--- src/rtl/fp27_pkg.sv ---
// Shared definitions for the 27-bit GMM float format (1 sign, 8 exponent, 18 fraction)
// and the iterative divider built on it.
package fp27_pkg;

   localparam int W_EXP    = 8;
   localparam int W_FRAC   = 18;
   localparam int EXP_BIAS = 127;
   localparam int W_FP     = 1 + W_EXP + W_FRAC;
   localparam int W_MANT   = W_FRAC;
   localparam int W_REM    = W_MANT + 1;
   localparam int Q_BITS   = W_FRAC + 2;
   localparam int W_CNT    = $clog2(Q_BITS);
   localparam int W_ESGN   = W_EXP + 2;

   localparam int SIGN_BIT = W_FP - 1;
   localparam int EXP_HI   = W_FP - 2;
   localparam int EXP_LO   = W_FRAC;
   localparam int FRAC_HI  = W_FRAC - 1;

   localparam logic [W_FP-1:0] FP_ZERO    = 27'h0000000;
   localparam logic [W_FP-1:0] FP_MAX_POS = {1'b0, 8'hFE, 18'h3FFFF};

   typedef enum logic [1:0] {
      IDLE = 2'd0,
      DIV  = 2'd1,
      NORM = 2'd2
   } div_state_e;

   // Hidden one plus the upper 17 fraction bits; the field LSB carries no weight.
   function automatic logic [W_MANT-1:0] fp_mant(input logic [W_FP-1:0] x);
      return {1'b1, x[FRAC_HI:1]};
   endfunction

endpackage

--- src/rtl/fp27_div_step.sv ---
// One restoring-division step: compare, conditionally subtract, shift left.
module fp27_div_step
   import fp27_pkg::*;
(
   input  logic [W_REM-1:0]  rem,
   input  logic [W_MANT-1:0] divisor,
   output logic              qbit,
   output logic [W_REM-1:0]  rem_next
);

   logic [W_MANT-1:0] diff_s;

   // Partial remainder stays below the divisor, so it always fits W_MANT bits before the shift.
   always_comb begin
      qbit   = (rem >= {1'b0, divisor});
      diff_s = W_MANT'(rem - {1'b0, divisor});
      if (qbit) begin
         rem_next = {diff_s, 1'b0};
      end else begin
         rem_next = {rem[W_REM-2:0], 1'b0};
      end
   end

endmodule

--- src/rtl/fp_div_iter.sv ---
// Iterative 27-bit float divider: one quotient bit per clock, fixed 21-cycle latency
// from accept to result, start/valid handshake.
module fp_div_iter
   import fp27_pkg::*;
(
   input  logic            iClk,
   input  logic            iRst_n,
   input  logic            iStart,
   input  logic [W_FP-1:0] iA,
   input  logic [W_FP-1:0] iB,
   output logic            oBusy,
   output logic            oValid,
   output logic [W_FP-1:0] oQuot,
   output logic            oDivZero,
   output logic            oOvf
);

   div_state_e          state_q, state_d;
   logic [W_CNT-1:0]    cnt_q, cnt_d;
   logic [W_REM-1:0]    rem_q, rem_d;
   logic [W_MANT-1:0]   bf_q, bf_d;
   logic [Q_BITS-1:0]   quo_q, quo_d;
   logic                sign_q, sign_d;
   logic [W_EXP-1:0]    ae_q, ae_d;
   logic [W_EXP-1:0]    be_q, be_d;
   logic                busy_q, busy_d;
   logic                valid_q, valid_d;
   logic [W_FP-1:0]     quot_q, quot_d;
   logic                dz_q, dz_d;
   logic                ovf_q, ovf_d;

   logic                qbit_s;
   logic [W_REM-1:0]    rem_next_s;
   logic signed [W_ESGN-1:0] exp_s;
   logic [W_FRAC-1:0]   frac_s;
   logic                unused_lsb_s;

   assign unused_lsb_s = iA[0] ^ iB[0];

   fp27_div_step u_step (
      .rem      (rem_q),
      .divisor  (bf_q),
      .qbit     (qbit_s),
      .rem_next (rem_next_s)
   );

   // Exponent and fraction of the finished quotient, aligned on its leading one.
   always_comb begin
      exp_s = W_ESGN'(ae_q) - W_ESGN'(be_q)
            + (quo_q[Q_BITS-1] ? W_ESGN'(EXP_BIAS) : W_ESGN'(EXP_BIAS - 1));
      if (quo_q[Q_BITS-1]) begin
         frac_s = quo_q[Q_BITS-2:1];
      end else begin
         frac_s = quo_q[Q_BITS-3:0];
      end
   end

   // Next-state logic for the IDLE/DIV/NORM sequencer and its datapath.
   always_comb begin
      state_d = state_q;
      cnt_d   = cnt_q;
      rem_d   = rem_q;
      bf_d    = bf_q;
      quo_d   = quo_q;
      sign_d  = sign_q;
      ae_d    = ae_q;
      be_d    = be_q;
      busy_d  = busy_q;
      valid_d = 1'b0;
      quot_d  = quot_q;
      dz_d    = dz_q;
      ovf_d   = ovf_q;
      case (state_q)
         IDLE: begin
            if (iStart) begin
               sign_d  = iA[SIGN_BIT] ^ iB[SIGN_BIT];
               ae_d    = iA[EXP_HI:EXP_LO];
               be_d    = iB[EXP_HI:EXP_LO];
               rem_d   = {1'b0, fp_mant(iA)};
               bf_d    = fp_mant(iB);
               quo_d   = {Q_BITS{1'b0}};
               cnt_d   = W_CNT'(Q_BITS - 1);
               busy_d  = 1'b1;
               state_d = DIV;
            end else begin
               busy_d  = 1'b0;
            end
         end
         DIV: begin
            rem_d = rem_next_s;
            quo_d = {quo_q[Q_BITS-2:0], qbit_s};
            if (cnt_q == {W_CNT{1'b0}}) begin
               state_d = NORM;
            end else begin
               cnt_d = cnt_q - {{(W_CNT-1){1'b0}}, 1'b1};
            end
         end
         NORM: begin
            state_d = IDLE;
            busy_d  = 1'b0;
            valid_d = 1'b1;
            dz_d    = 1'b0;
            ovf_d   = 1'b0;
            // Divide-by-zero outranks a zero dividend; both outrank range checks.
            if (be_q == {W_EXP{1'b0}}) begin
               quot_d = {sign_q, FP_MAX_POS[W_FP-2:0]};
               dz_d   = 1'b1;
            end else if (ae_q == {W_EXP{1'b0}}) begin
               quot_d = FP_ZERO;
            end else if (exp_s <= 10'sd0) begin
               quot_d = FP_ZERO;
            end else if (exp_s >= 10'sd255) begin
               quot_d = {sign_q, FP_MAX_POS[W_FP-2:0]};
               ovf_d  = 1'b1;
            end else begin
               quot_d = {sign_q, exp_s[W_EXP-1:0], frac_s};
            end
         end
         default: begin
            state_d = IDLE;
            busy_d  = 1'b0;
         end
      endcase
   end

   // State and output registers; reset aborts any divide in flight.
   always_ff @(posedge iClk or negedge iRst_n) begin
      if (!iRst_n) begin
         state_q <= IDLE;
         cnt_q   <= {W_CNT{1'b0}};
         rem_q   <= {W_REM{1'b0}};
         bf_q    <= {W_MANT{1'b0}};
         quo_q   <= {Q_BITS{1'b0}};
         sign_q  <= 1'b0;
         ae_q    <= {W_EXP{1'b0}};
         be_q    <= {W_EXP{1'b0}};
         busy_q  <= 1'b0;
         valid_q <= 1'b0;
         quot_q  <= FP_ZERO;
         dz_q    <= 1'b0;
         ovf_q   <= 1'b0;
      end else begin
         state_q <= state_d;
         cnt_q   <= cnt_d;
         rem_q   <= rem_d;
         bf_q    <= bf_d;
         quo_q   <= quo_d;
         sign_q  <= sign_d;
         ae_q    <= ae_d;
         be_q    <= be_d;
         busy_q  <= busy_d;
         valid_q <= valid_d;
         quot_q  <= quot_d;
         dz_q    <= dz_d;
         ovf_q   <= ovf_d;
      end
   end

   assign oBusy    = busy_q;
   assign oValid   = valid_q;
   assign oQuot    = quot_q;
   assign oDivZero = dz_q;
   assign oOvf     = ovf_q;

endmodule

--- config.mk ---
export PLATFORM = sky130hd
export DESIGN_NAME = fp_div_iter
export DESIGN_NICKNAME = d
export VERILOG_FILES = /design/src/rtl/fp27_pkg.sv /design/src/rtl/fp27_div_step.sv /design/src/rtl/fp_div_iter.sv
export SDC_FILE = /design/constraint.sdc
export NUM_CORES = 1
export LEC_CHECK = 0
export CORE_ASPECT_RATIO = 1.4
export CORE_MARGIN = 2
export CORE_UTILIZATION = 56
export CTS_CLUSTER_DIAMETER = 120
export CTS_CLUSTER_SIZE = 16
export DETAILED_ROUTE_END_ITERATION = 8
export GPL_TIMING_DRIVEN = 0
export PLACE_DENSITY = 0.81
export SLEW_MARGIN = 10
export SYNTH_ARGS = -nofsm -noshare
export SYNTH_HDL_FRONTEND = slang
export SYNTH_SLANG_ARGS = --single-unit
--- constraint.sdc ---
create_clock -name iClk -period 4.37 [get_ports iClk]
set_input_delay 0.874 -clock iClk [delete_from_list [all_inputs] [get_ports iClk]]
set_output_delay 0.874 -clock iClk [all_outputs]
set_load 0.01 [all_outputs]
==> results_dict.tcl <==
set metrics [dict create \
    status "completed" \
    worst_pin_slew_ps 912 \
    synth.ff_latch_count 112 \
    crit_fanout 10 \
    ir_drop_uv 463 \
    track_usage 0.282 \
    setup_viol 0 \
    ys_types 63 \
    worstPathRequired_ps 4610 \
    synth_area_per_cell_um2 8.57 \
    total_leakage_power_nw 3.52 \
    critical_path.top_delay_family "simple AND/OR/NAND/NOR gates" \
    drt_iter0_markers 309 \
    report.final.slew_viol_count 0 \
    hold_class "input port to asynchronous set/reset pin" \
    ant_nets 0 \
    fp-row-count 47 \
    cts_root_buf "clkbuf_16" \
    antenna_found_initial 0 \
    cts_htree_levels 3 \
    routed_via_density 5.94 \
    clockBufferDepth 2 \
    crit_cells 13 \
    switching_power_mw 3.46 \
    cts_hold_buf 0 \
    reg2reg_slack_ps 720 \
    nFillCells 952 \
    die_h_um 133 \
    mostFrequentLayoutCells "151 x nand2_1, 112 x dfrtp_1, 84 x clkdlybuf4s50_1" \
    p_int_mw 3.77 \
    grt_max_degree 86 \
    grt_pass1_vias 6024 \
    drt_pass1_iterations 5 \
    slowest_stage "or3_4" \
    worst-path-buf-inv 3 \
    layout_commonest_cell "nand2_1" \
    clock_latency_ps 360 \
    worst-setup-path-type "register to register" \
    finalCriticalPeriod_ps 3650 \
    start_util 0.567 \
    drc 0 \
    via_count 6081 \
    ys_warn_count 0 \
    post-route-util 0.684 \
    wl_mm 17.2 \
    synthesis.nets 864 \
    grt_overflow 0 \
    maxCapViolCount 0 \
    fin_nets 961 \
    ioPinCount 88 \
    async_flop_share 1.00 \
    design.die.area_mm2 0.0128 \
    chipWidth_um 96.0 \
    crit_chain "inv_1, ha_1, inv_1, fa_1, a211oi_2, nor2_4, xnor2_1, or3_4, mux2_2, a32o_2, nor3b_4, buf_6, a21oi_2" \
    ys_seq_area_frac 0.422 \
    fin_total_pwr_mw 7.23 \
    syn-instance-count 775 \
    clkSinkCount 112 \
    arrival_ps 3890 \
    p_seq_frac 0.238 \
    grt_setup_unrepaired "false" \
    drive_gt1_frac 0.0571 \
    worst_clock_skew_ps 10.6 \
    place_ws_ps 700 \
    hpwl_mm 13.1 \
    swShare 0.478 \
    syn2layout_area_growth_pct 20.6 \
    setup_tns_ps 0 \
    synth_flop_cell "dfrtp_1" \
    diodes 0 \
    path_clk_slew_ps 80 \
    hold_viol 0 \
    grt_pass1_wl_mm 28.3 \
    cts_setup_buffers 0 \
    critPathCaptureType "register" \
    power_density_mw_per_mm2 903 \
    p_clk_frac 0.118 \
    max_slew_margin 0.388 \
    port-buffer-count 85 \
    max_freq_ghz 0.274 \
    core_mm2 0.0117 \
    place_area_mm2 0.00770 \
    slowest_delay_ps 440 \
    fin_area_mm2 0.00801 \
    synth_edf_count 0 \
    ff_latch_area_mm2 0.00280 \
    cts_resized 0 \
    worst_r2r_path_depth 13 \
    path_common_cell "inv_1" \
    post-route-period-util 0.836 \
    routedWlPerCell_um 16.8 \
    power_frac_comb 0.643 \
    cts_made_buffers 9 \
    syn_area_mm2 0.00664 \
    multi_input_area_mm2 0.00349 \
    cts_tree "yes" \
    startpoint_type "register" \
    gp_congestion 0.942 \
    setup_slack_ps 717 \
]
==> worst register-to-register path: cells and delay by family, from the launching register on <==
family | cells | cell delay [ps]
buffers and inverters | 3 | 370
AO/OA/AOI/OAI | 3 | 750
adder cells (fa/ha/maj) | 2 | 600
flip-flops | 1 | 380
XOR/XNOR | 1 | 220
AND/OR/NAND/NOR | 3 | 930
multiplexers | 1 | 270
==> through the flow <==
step	hold slack (ps)	std cells
floorplan	418	775
global placement	433	1007
detailed placement	455	1008
CTS	382	1023
global route	394	1023
finish	370	1023
==> sequential cells by signal, summed over array words and instances, names as in the netlist <==
signal / flops
cnt_q: 5
bf_q: 18
ae_q: 8
oBusy: 1
sign_q: 1
be_q: 8
rem_q: 19
oDivZero: 1
quo_q: 20
oQuot: 27
oValid: 1
state_q: 2
oOvf: 1
==> cells by family (layout without fill, tap and decap cells) <==
group	count (synthesis)	count (layout)	synth area share
and+or+nand+nor	279	279	0.199
muxes	11	11	0.0173
AOI/OAI and AO/OA	232	232	0.218
DFF	112	112	0.422
buffers and inverters	87	188	0.0520
xor gates and xnor gates	21	21	0.0277
adders and majority gates	33	33	0.0641
==> Yosys cell counts (2+ instances only) <==
cell | n | area [um2]
fa_1 | 2 | 40.0
nand2_1 | 151 | 567
or2_2 | 5 | 31.3
mux2_2 | 4 | 45.0
a21o_1 | 13 | 97.6
dfrtp_1 | 112 | 2800
ha_1 | 30 | 375
o31ai_1 | 4 | 30.0
nand3b_1 | 5 | 37.5
a31oi_1 | 15 | 93.8
nor3_1 | 15 | 75.1
inv_1 | 46 | 173
nand4_1 | 6 | 37.5
nor2_1 | 25 | 93.8
buf_1 | 5 | 18.8
nor3b_1 | 3 | 22.5
o21ai_0 | 72 | 360
a221oi_1 | 18 | 158
mux2i_1 | 7 | 70.1
nor2b_1 | 26 | 163
and3_1 | 10 | 62.6
and2_1 | 3 | 18.8
o211ai_1 | 3 | 22.5
a21oi_1 | 68 | 340
a211oi_2 | 2 | 25.0
buf_6 | 2 | 22.5
clkbuf_1 | 31 | 116
a211o_1 | 2 | 17.5
buf_2 | 3 | 15.0
xor2_1 | 10 | 87.6
o22ai_1 | 2 | 12.5
a2111oi_0 | 2 | 17.5
a21oi_2 | 10 | 87.6
nand3_1 | 10 | 50.1
xnor2_1 | 11 | 96.3
a211oi_1 | 5 | 37.5
nand2b_1 | 5 | 31.3
nor4_1 | 7 | 43.8
==> cell type report <==
type / count / share of cell area
plain buffers: 41 / 0.0216
clock buffers: 10 / 0.0298
clock inverters: 5 / 0.00812
inverters: 46 / 0.0216
multi-input cells: 576 / 0.436
flip-flops and latches: 112 / 0.350
well taps: 147 / 0.0230
repair buffers: 86 / 0.110
==> per-layer routing <==
layer | vias up | global-route usage | share of wire
li1 | 2919 | - | -
met1 | 2898 | 0.341 | 0.39
met2 | 211 | 0.482 | 0.52
met3 | 53 | 0.0313 | 0.046
met4 | 0 | 0.146 | 0.040
met5 | - | 0 | 0
==> power by group through the flow <==
stage	logic (mW)	clock network [mW]	registers, mW
floorplan	3.53	0	1.66
global placement	4.43	0	1.71
detailed placement	4.59	0	1.73
CTS	4.62	0.859	1.72
global route	5.18	0.903	1.77
finish	4.65	0.856	1.73
==> worst paths after layout <==
path                            from   endpoint
max                          ae_q[0]  oQuot[11]
min                           iRst_n  oQuot[14]
max reg2reg                  ae_q[0]  oQuot[11]
min reg2reg                oQuot[21]  oQuot[21]
max in group asynchronous     iRst_n    be_q[4]
min in group iClk          oQuot[21]  oQuot[21]
Note: power is estimated with default switching activity, not from simulation.
